### config.mk
export PLATFORM = sky130hd
export DESIGN_NAME = mcycle_control
export DESIGN_NICKNAME = d
export VERILOG_FILES = /design/src/rtl/mcycle_control.sv
export SDC_FILE = /design/constraint.sdc
export NUM_CORES = 1
export LEC_CHECK = 0
export ABC_AREA = 0
export CORE_MARGIN = 4
export CORE_UTILIZATION = 38
export CTS_BUF_LIST = sky130_fd_sc_hd__clkbuf_8
export DETAILED_ROUTE_END_ITERATION = 8
export PLACE_DENSITY = 0.89
export SLEW_MARGIN = 30
export SYNTH_ARGS = -nofsm -noshare
export SYNTH_HDL_FRONTEND = slang
export SYNTH_SLANG_ARGS = --single-unit
### constraint.sdc
create_clock -name clk_i -period 2.2 [get_ports clk_i]
set_input_delay 0.66 -clock clk_i [delete_from_list [all_inputs] [get_ports clk_i]]
set_output_delay 0.66 -clock clk_i [all_outputs]
set_load 0.005 [all_outputs]
### src/rtl/mcycle_control.sv
// Multicycle controller FSM for the 8-bit datapath: byte-wise fetch, decode, execute, memory, writeback.
// Optional ADDI support is built when MCYCLE_ADDI_EN is defined.
module mcycle_control #(
  parameter logic [2:0] ALU_ADD = 3'b000,
  parameter logic [2:0] ALU_SUB = 3'b110,
  parameter logic [2:0] ALU_AND = 3'b001,
  parameter logic [2:0] ALU_OR  = 3'b010,
  parameter logic [2:0] ALU_SLT = 3'b111
) (
  input  logic       clk_i,
  input  logic       rst_ni,
  input  logic [5:0] op_i,
  input  logic [5:0] funct_i,
  input  logic       zero_i,
  output logic       memread_o,
  output logic       memwrite_o,
  output logic       alusrca_o,
  output logic       memtoreg_o,
  output logic       iord_o,
  output logic       pcen_o,
  output logic       regwrite_o,
  output logic       regdst_o,
  output logic [1:0] pcsrc_o,
  output logic [1:0] alusrcb_o,
  output logic [3:0] irwrite_o,
  output logic [2:0] alucontrol_o,
  output logic [3:0] state_o
);

  localparam logic [5:0] OP_RTYPE = 6'h00;
  localparam logic [5:0] OP_J     = 6'h02;
  localparam logic [5:0] OP_BEQ   = 6'h04;
  localparam logic [5:0] OP_ADDI  = 6'h08;
  localparam logic [5:0] OP_LB    = 6'h20;
  localparam logic [5:0] OP_SB    = 6'h28;

  localparam logic [5:0] FN_ADD = 6'h20;
  localparam logic [5:0] FN_SUB = 6'h22;
  localparam logic [5:0] FN_AND = 6'h24;
  localparam logic [5:0] FN_OR  = 6'h25;
  localparam logic [5:0] FN_SLT = 6'h2A;

  typedef enum logic [3:0] {
    FETCH1  = 4'd0,
    FETCH2  = 4'd1,
    FETCH3  = 4'd2,
    FETCH4  = 4'd3,
    DECODE  = 4'd4,
    MEMADR  = 4'd5,
    LBRD    = 4'd6,
    LBWR    = 4'd7,
    SBWR    = 4'd8,
    RTYPEEX = 4'd9,
    RTYPEWR = 4'd10,
    BEQEX   = 4'd11,
    JEX     = 4'd12
`ifdef MCYCLE_ADDI_EN
    ,
    ADDIEX  = 4'd13,
    ADDIWR  = 4'd14
`endif
  } state_e;

  state_e     state_q;
  state_e     state_d;
  logic       pcwrite;
  logic       branch;
  logic [2:0] functAlu;

  always_ff @(posedge clk_i or negedge rst_ni) begin
    if (!rst_ni) begin
      state_q <= FETCH1;
    end else begin
      state_q <= state_d;
    end
  end

  // Unknown funct codes fall back to add so the R-type writeback stays harmless.
  always_comb begin
    functAlu = ALU_ADD;
    case (funct_i)
      FN_ADD:  functAlu = ALU_ADD;
      FN_SUB:  functAlu = ALU_SUB;
      FN_AND:  functAlu = ALU_AND;
      FN_OR:   functAlu = ALU_OR;
      FN_SLT:  functAlu = ALU_SLT;
      default: functAlu = ALU_ADD;
    endcase
  end

  always_comb begin
    state_d      = FETCH1;
    memread_o    = 1'b0;
    memwrite_o   = 1'b0;
    alusrca_o    = 1'b0;
    memtoreg_o   = 1'b0;
    iord_o       = 1'b0;
    regwrite_o   = 1'b0;
    regdst_o     = 1'b0;
    pcsrc_o      = 2'b00;
    alusrcb_o    = 2'b00;
    irwrite_o    = 4'b0000;
    alucontrol_o = ALU_ADD;
    pcwrite      = 1'b0;
    branch       = 1'b0;

    case (state_q)
      FETCH1: begin
        memread_o = 1'b1;
        irwrite_o = 4'b0001;
        alusrcb_o = 2'b01;
        pcwrite   = 1'b1;
        state_d   = FETCH2;
      end
      FETCH2: begin
        memread_o = 1'b1;
        irwrite_o = 4'b0010;
        alusrcb_o = 2'b01;
        pcwrite   = 1'b1;
        state_d   = FETCH3;
      end
      FETCH3: begin
        memread_o = 1'b1;
        irwrite_o = 4'b0100;
        alusrcb_o = 2'b01;
        pcwrite   = 1'b1;
        state_d   = FETCH4;
      end
      FETCH4: begin
        memread_o = 1'b1;
        irwrite_o = 4'b1000;
        alusrcb_o = 2'b01;
        pcwrite   = 1'b1;
        state_d   = DECODE;
      end
      // The branch target is precomputed here while the opcode is decoded.
      DECODE: begin
        alusrcb_o = 2'b11;
        case (op_i)
          OP_LB, OP_SB: state_d = MEMADR;
          OP_RTYPE:     state_d = RTYPEEX;
          OP_BEQ:       state_d = BEQEX;
          OP_J:         state_d = JEX;
`ifdef MCYCLE_ADDI_EN
          OP_ADDI:      state_d = ADDIEX;
`endif
          default:      state_d = FETCH1;
        endcase
      end
      MEMADR: begin
        alusrca_o = 1'b1;
        alusrcb_o = 2'b10;
        if (op_i == OP_LB) begin
          state_d = LBRD;
        end else if (op_i == OP_SB) begin
          state_d = SBWR;
        end else begin
          state_d = FETCH1;
        end
      end
      LBRD: begin
        memread_o = 1'b1;
        iord_o    = 1'b1;
        state_d   = LBWR;
      end
      LBWR: begin
        regwrite_o = 1'b1;
        memtoreg_o = 1'b1;
        state_d    = FETCH1;
      end
      SBWR: begin
        memwrite_o = 1'b1;
        iord_o     = 1'b1;
        state_d    = FETCH1;
      end
      RTYPEEX: begin
        alusrca_o    = 1'b1;
        alucontrol_o = functAlu;
        state_d      = RTYPEWR;
      end
      RTYPEWR: begin
        regwrite_o = 1'b1;
        regdst_o   = 1'b1;
        state_d    = FETCH1;
      end
      BEQEX: begin
        alusrca_o    = 1'b1;
        alucontrol_o = ALU_SUB;
        branch       = 1'b1;
        pcsrc_o      = 2'b01;
        state_d      = FETCH1;
      end
      JEX: begin
        pcwrite = 1'b1;
        pcsrc_o = 2'b10;
        state_d = FETCH1;
      end
`ifdef MCYCLE_ADDI_EN
      ADDIEX: begin
        alusrca_o = 1'b1;
        alusrcb_o = 2'b10;
        state_d   = ADDIWR;
      end
      ADDIWR: begin
        regwrite_o = 1'b1;
        state_d    = FETCH1;
      end
`endif
      default: state_d = FETCH1;
    endcase
  end

  assign pcen_o  = pcwrite | (branch & zero_i);
  assign state_o = state_q;

endmodule

---- Word level (Yosys, flattened, before mapping) ----
Index checks and enable logic that the tools add are counted.
storage, ports and cells
  input port bits ......................... 15
  register bits after elaboration ......... 4
  output and inout bits ................... 23
  logic and storage cells ................. 50
operators by class
  eq/ne operators ......................... 20
  mux-type cells .......................... 18
  reductions and logical operators ........ 9
  bitwise logic cells ..................... 2
operator list
  kind                count
  $eq 6x6->1 const B  6
  $pmux 4 s4          2
  $pmux 4 s8          1
  $eq 4x4->1 const B  5
  $eq 4x3->1 const B  4
  $pmux 3 s4          1
  $reduce_or 5->1     2
  $mux 1              9
  $eq 4x2->1 const B  2
  $mux 4              2
  $eq 6x2->1 const B  1
  $eq 6x3->1 const B  1
  $logic_not 6->1     1
  $pmux 2 s3          1
  $pmux 3 s2          1
  $reduce_or 2->1     3
  $eq 4x1->1 const B  1
  $logic_not 4->1     1
  $pmux 2 s2          1
  $reduce_or 4->1     1
  $reduce_or 3->1     1
  $and 1x1->1         1
  $or 1x1->1          1

---- Depth between registers and ports, before layout ----
  word-level depth ........................ 4
  gate-level depth with buffers ........... 4
  gate-level depth less buffers ........... 3

---- Worst setup path before layout ----
OpenSTA, ideal clock, no wires.
  path kind ............................... input -> output
  start ................................... input port funct_i[1]
  end ..................................... output port alucontrol_o[0]
  required time ........................... 1540 ps
  arrival time ............................ 1214 ps
  stages .................................. 3
  path slack .............................. 326 ps
  path buffers ............................ 0
  cells stage by stage .................... nor3b_1 a21oi_1 nor4b_1
on the way
  longest elaborated chain between the ends .. 3
  elaborated cells between the ends (all ways) .. 6
  those cells by class .................... eq/ne: 4; mux: 2
RTL lines
  item                RTL line  source
  start: declaration  13        input logic [5:0] funct_i,
  $eq 6x6->1          81        case (funct_i)
  $pmux 3 s4 (*)      81
  $pmux 3 s2 (*)      107       case (state_q)
  end: declaration    26        output logic [2:0] alucontrol_o,
Every way passes the cells marked *; elsewhere a longest branch is shown, timed or not.

---- Worst setup path in the final report ----
  start ................................... register state_q[3] (netlist: state_o[3])
  end ..................................... output port irwrite_o[3]
on the way
  longest elaborated chain between the ends .. 2
  elaborated cells between the ends (all ways) .. 5
  those cells by class .................... eq/ne: 3; mux: 1; reduce/logical: 1
RTL lines
  item                                RTL line  source
  start: declaration                  64        state_e state_q;
  start signal: assignment            74        state_q <= state_d;
  $eq 4x2->1 (tied with other cells)  107
  $pmux 4 s4 (*)                      107
  end: declaration                    25        output logic [3:0] irwrite_o,
Marks and branches as above.

==> impl_metrics.json <==
{
  "power.total_uw": 1026,
  "layout-drive-gt1-share_pct": 31.30,
  "synth_area_sq_um": 553.0,
  "synth_seq_area_share_pct": 18.10,
  "r2r_slack_ns": 0.83,
  "vias_per_cell": 5.678,
  "ant_nets": 0,
  "cts_buffer_depth": 2,
  "hold_path_class": "in2async",
  "path_cells": "buf_12 > buf_4 > nor3_1 > dlygate4sd2_1",
  "synthToLayoutAreaGrowth_pct": 103.2,
  "p_leak_uw": 0.0005389,
  "drv_cap": 0,
  "clock_skew_ns": 0.008190,
  "place.gp.congestion": 0.8387,
  "antenna_found_initial": 0,
  "post-route-util_pct": 84.24,
  "clockRootBuffer": "clkbuf_8",
  "fillers": 85,
  "grt_pass1_wl_um": 3663,
  "setup_viol": 0,
  "dr.pass1.iters": 4,
  "fp-row-count": 13,
  "setup.worst_path.end": "irwrite_o[3]",
  "yosysTopAreaCell": "dfrtp_1",
  "tightest_slew_ns": 0.2821,
  "slowest_delay_ns": 0.42,
  "outcome": "finished clean",
  "period_needed_ns": 2.156,
  "reg2regPathDepth": 5,
  "num_vias": 829,
  "crit_buf_inv": 3,
  "core_area_sq_um": 1334,
  "cp_top_family": "buffers and inverters",
  "power_density_nw_per_um2": 913.3,
  "htree_levels": 1,
  "timing.rr.start": "state_o[3]$_DFF_PN0_",
  "dieArea_sq_um": 2130,
  "max_slew_margin_pct": 81.05,
  "instances_no_fill": 146,
  "io_pins": 38,
  "grt_max_degree": 14,
  "layout.nets": 148,
  "first_iter_violations": 47,
  "cts.sinks": 4,
  "slowest_stage": "dfrtp_1",
  "start_kind": "flop",
  "pre_cts_ws_ns": -0.7505,
  "syn_inst": 81,
  "path_class": "reg2out",
  "crit_cells": 4,
  "clk_pin_slew_worst_paths_ns": 0.04,
  "critPathRequiredTime_ns": 1.54,
  "start_util_pct": 41.46,
  "syn_area_per_cell_sq_um": 6.828,
  "port_buffers": 37,
  "diodes": 0,
  "overflow": 0,
  "drc": 0,
  "synth_area_leaders": "dfrtp_1, nor2b_1, a21oi_1, nand2_1, nor2_1",
  "cp.arrival_ns": 1.50,
  "clock.fmax_ghz": 0.4638,
  "ys_types": 28,
  "numCtsBuffers": 3,
  "die-width_um": 46.15,
  "yosys.area.top_type_share_pct": 18.10,
  "place_inst": 137,
  "setup_slack_ns": 0.04407,
  "hpwl_um": 1571,
  "largest_reg_flops": 4,
  "grt_use_total_pct": 23.66,
  "period_share_pct": 98.00,
  "ys_ff_latch": 4,
  "route.detailed.wl_per_inst_um": 16.45,
  "synth_nets": 96,
  "first_global_vias": 843,
  "timing.final.max_slew_violations": 0,
  "endpoint_kind": "output port",
  "ir_worst_vdd_uv": 795.1,
  "routed_wl_um": 2402,
  "cts_tree": "done",
  "cp_max_fo": 6,
  "clk-insertion-delay-late_ns": 0.22,
  "final_cell_mix": "dlygate4sd2_1, clkdlybuf4s50_1, buf_4",
  "r2r-end": "state_o[2]$_DFF_PN0_",
  "startpoint": "state_o[3]$_DFF_PN0_",
  "hold_viol_final": 0,
  "synth-warning-count": 0,
  "die_height_um": 46.15,
  "final_common_cell": "dlygate4sd2_1"
}
-- kinds of logic after synthesis --
group	Yosys count	share of synthesized area [%]
compound gates	18	19.01
flops	4	18.10
simple gates	51	55.21
buf+inv	7	5.882
mux	1	1.810
-- report_power, final --
part / leakage [uW] / switching, uW / total (uW) / internal, uW
logic: 0.000469 / 339 / 717 / 377
clock network: 0.0000216 / 39.9 / 157 / 117
registers: 0.0000488 / 47.1 / 153 / 106
-- metrics by stage --
| step | hold slack (ns) | instance area [sq um] | setup TNS [ns] |
|---|---|---|---|
| finish | 0.6588 | 1124 | 0 |
| global route | 0.6685 | 1124 | -0.05000 |
| floorplan | 0.3644 | 553.0 | 0 |
| detailed placement | 0.6650 | 997.2 | -2.504 |
| CTS | 0.6520 | 1112 | -0.03385 |
| global placement | 0.6388 | 997.2 | -2.289 |
-- layer usage --
metal	GRT usage (%)	vias up	wire, um
met5	0	-	0
met4	8.523	0	34
met3	4.297	6	213
met2	44.23	52	1263
met1	25.87	380	891
li1	-	391	-
-- layout make-up --
cell class	instances	area, sq um	area share, %
repair buffers	52	462.9	41.20
multi-input cells	70	490.5	43.65
clock buffers	3	41.29	3.675
inverters	2	7.507	0.6682
well taps	15	18.77	1.670
flip-flops and latches	4	102.6	9.131
-- what timing repair did --
item	4_1_cts	5_1_grt
gates resized for setup	52	18
hold endpoints to repair	0	0
endpoints found under the setup margin	19	10
buffers inserted	6	0
hold buffers	0	0
pin swaps	9	3
-- worst register-to-register path: cells and delay by family (launching register included) --
kind	cells	cell delay (ns)
flops	1	0.42
compound gates	2	0.30
buf+inv	2	0.30
simple gates	1	0.27
-- Yosys cell counts (all sizes together) --
library cell / number
o21ai: 5
nor3b: 4
mux2i: 1
and2b: 3
o21a: 1
nor2b: 8
a22oi: 1
nand3: 2
nor2: 8
nand4b: 1
and3: 1
inv: 2
buf: 5
o311ai: 1
nand4: 2
a21oi: 8
a311oi: 1
or2: 1
nand3b: 1
nor4b: 1
dfrtp: 4
nand2b: 4
o211ai: 1
nor4bb: 1
nand2: 8
nor3: 4
nor4: 2
-- how the worst min path moves through the flow --
stage                                     from              endpoint  cells past startpoint
final                                   rst_ni  state_o[3]$_DFF_PN0_                      1
after global routing                    rst_ni  state_o[3]$_DFF_PN0_                      1
after CTS                               rst_ni  state_o[3]$_DFF_PN0_                      1
after detailed placement  state_o[0]$_DFF_PN0_  state_o[0]$_DFF_PN0_                      2
after global placement    state_o[3]$_DFF_PN0_  state_o[0]$_DFF_PN0_                      2
after floorplan                         rst_ni  state_o[0]$_DFF_PN0_                      0
No activity file was read; power rests on OpenSTA's default activity.
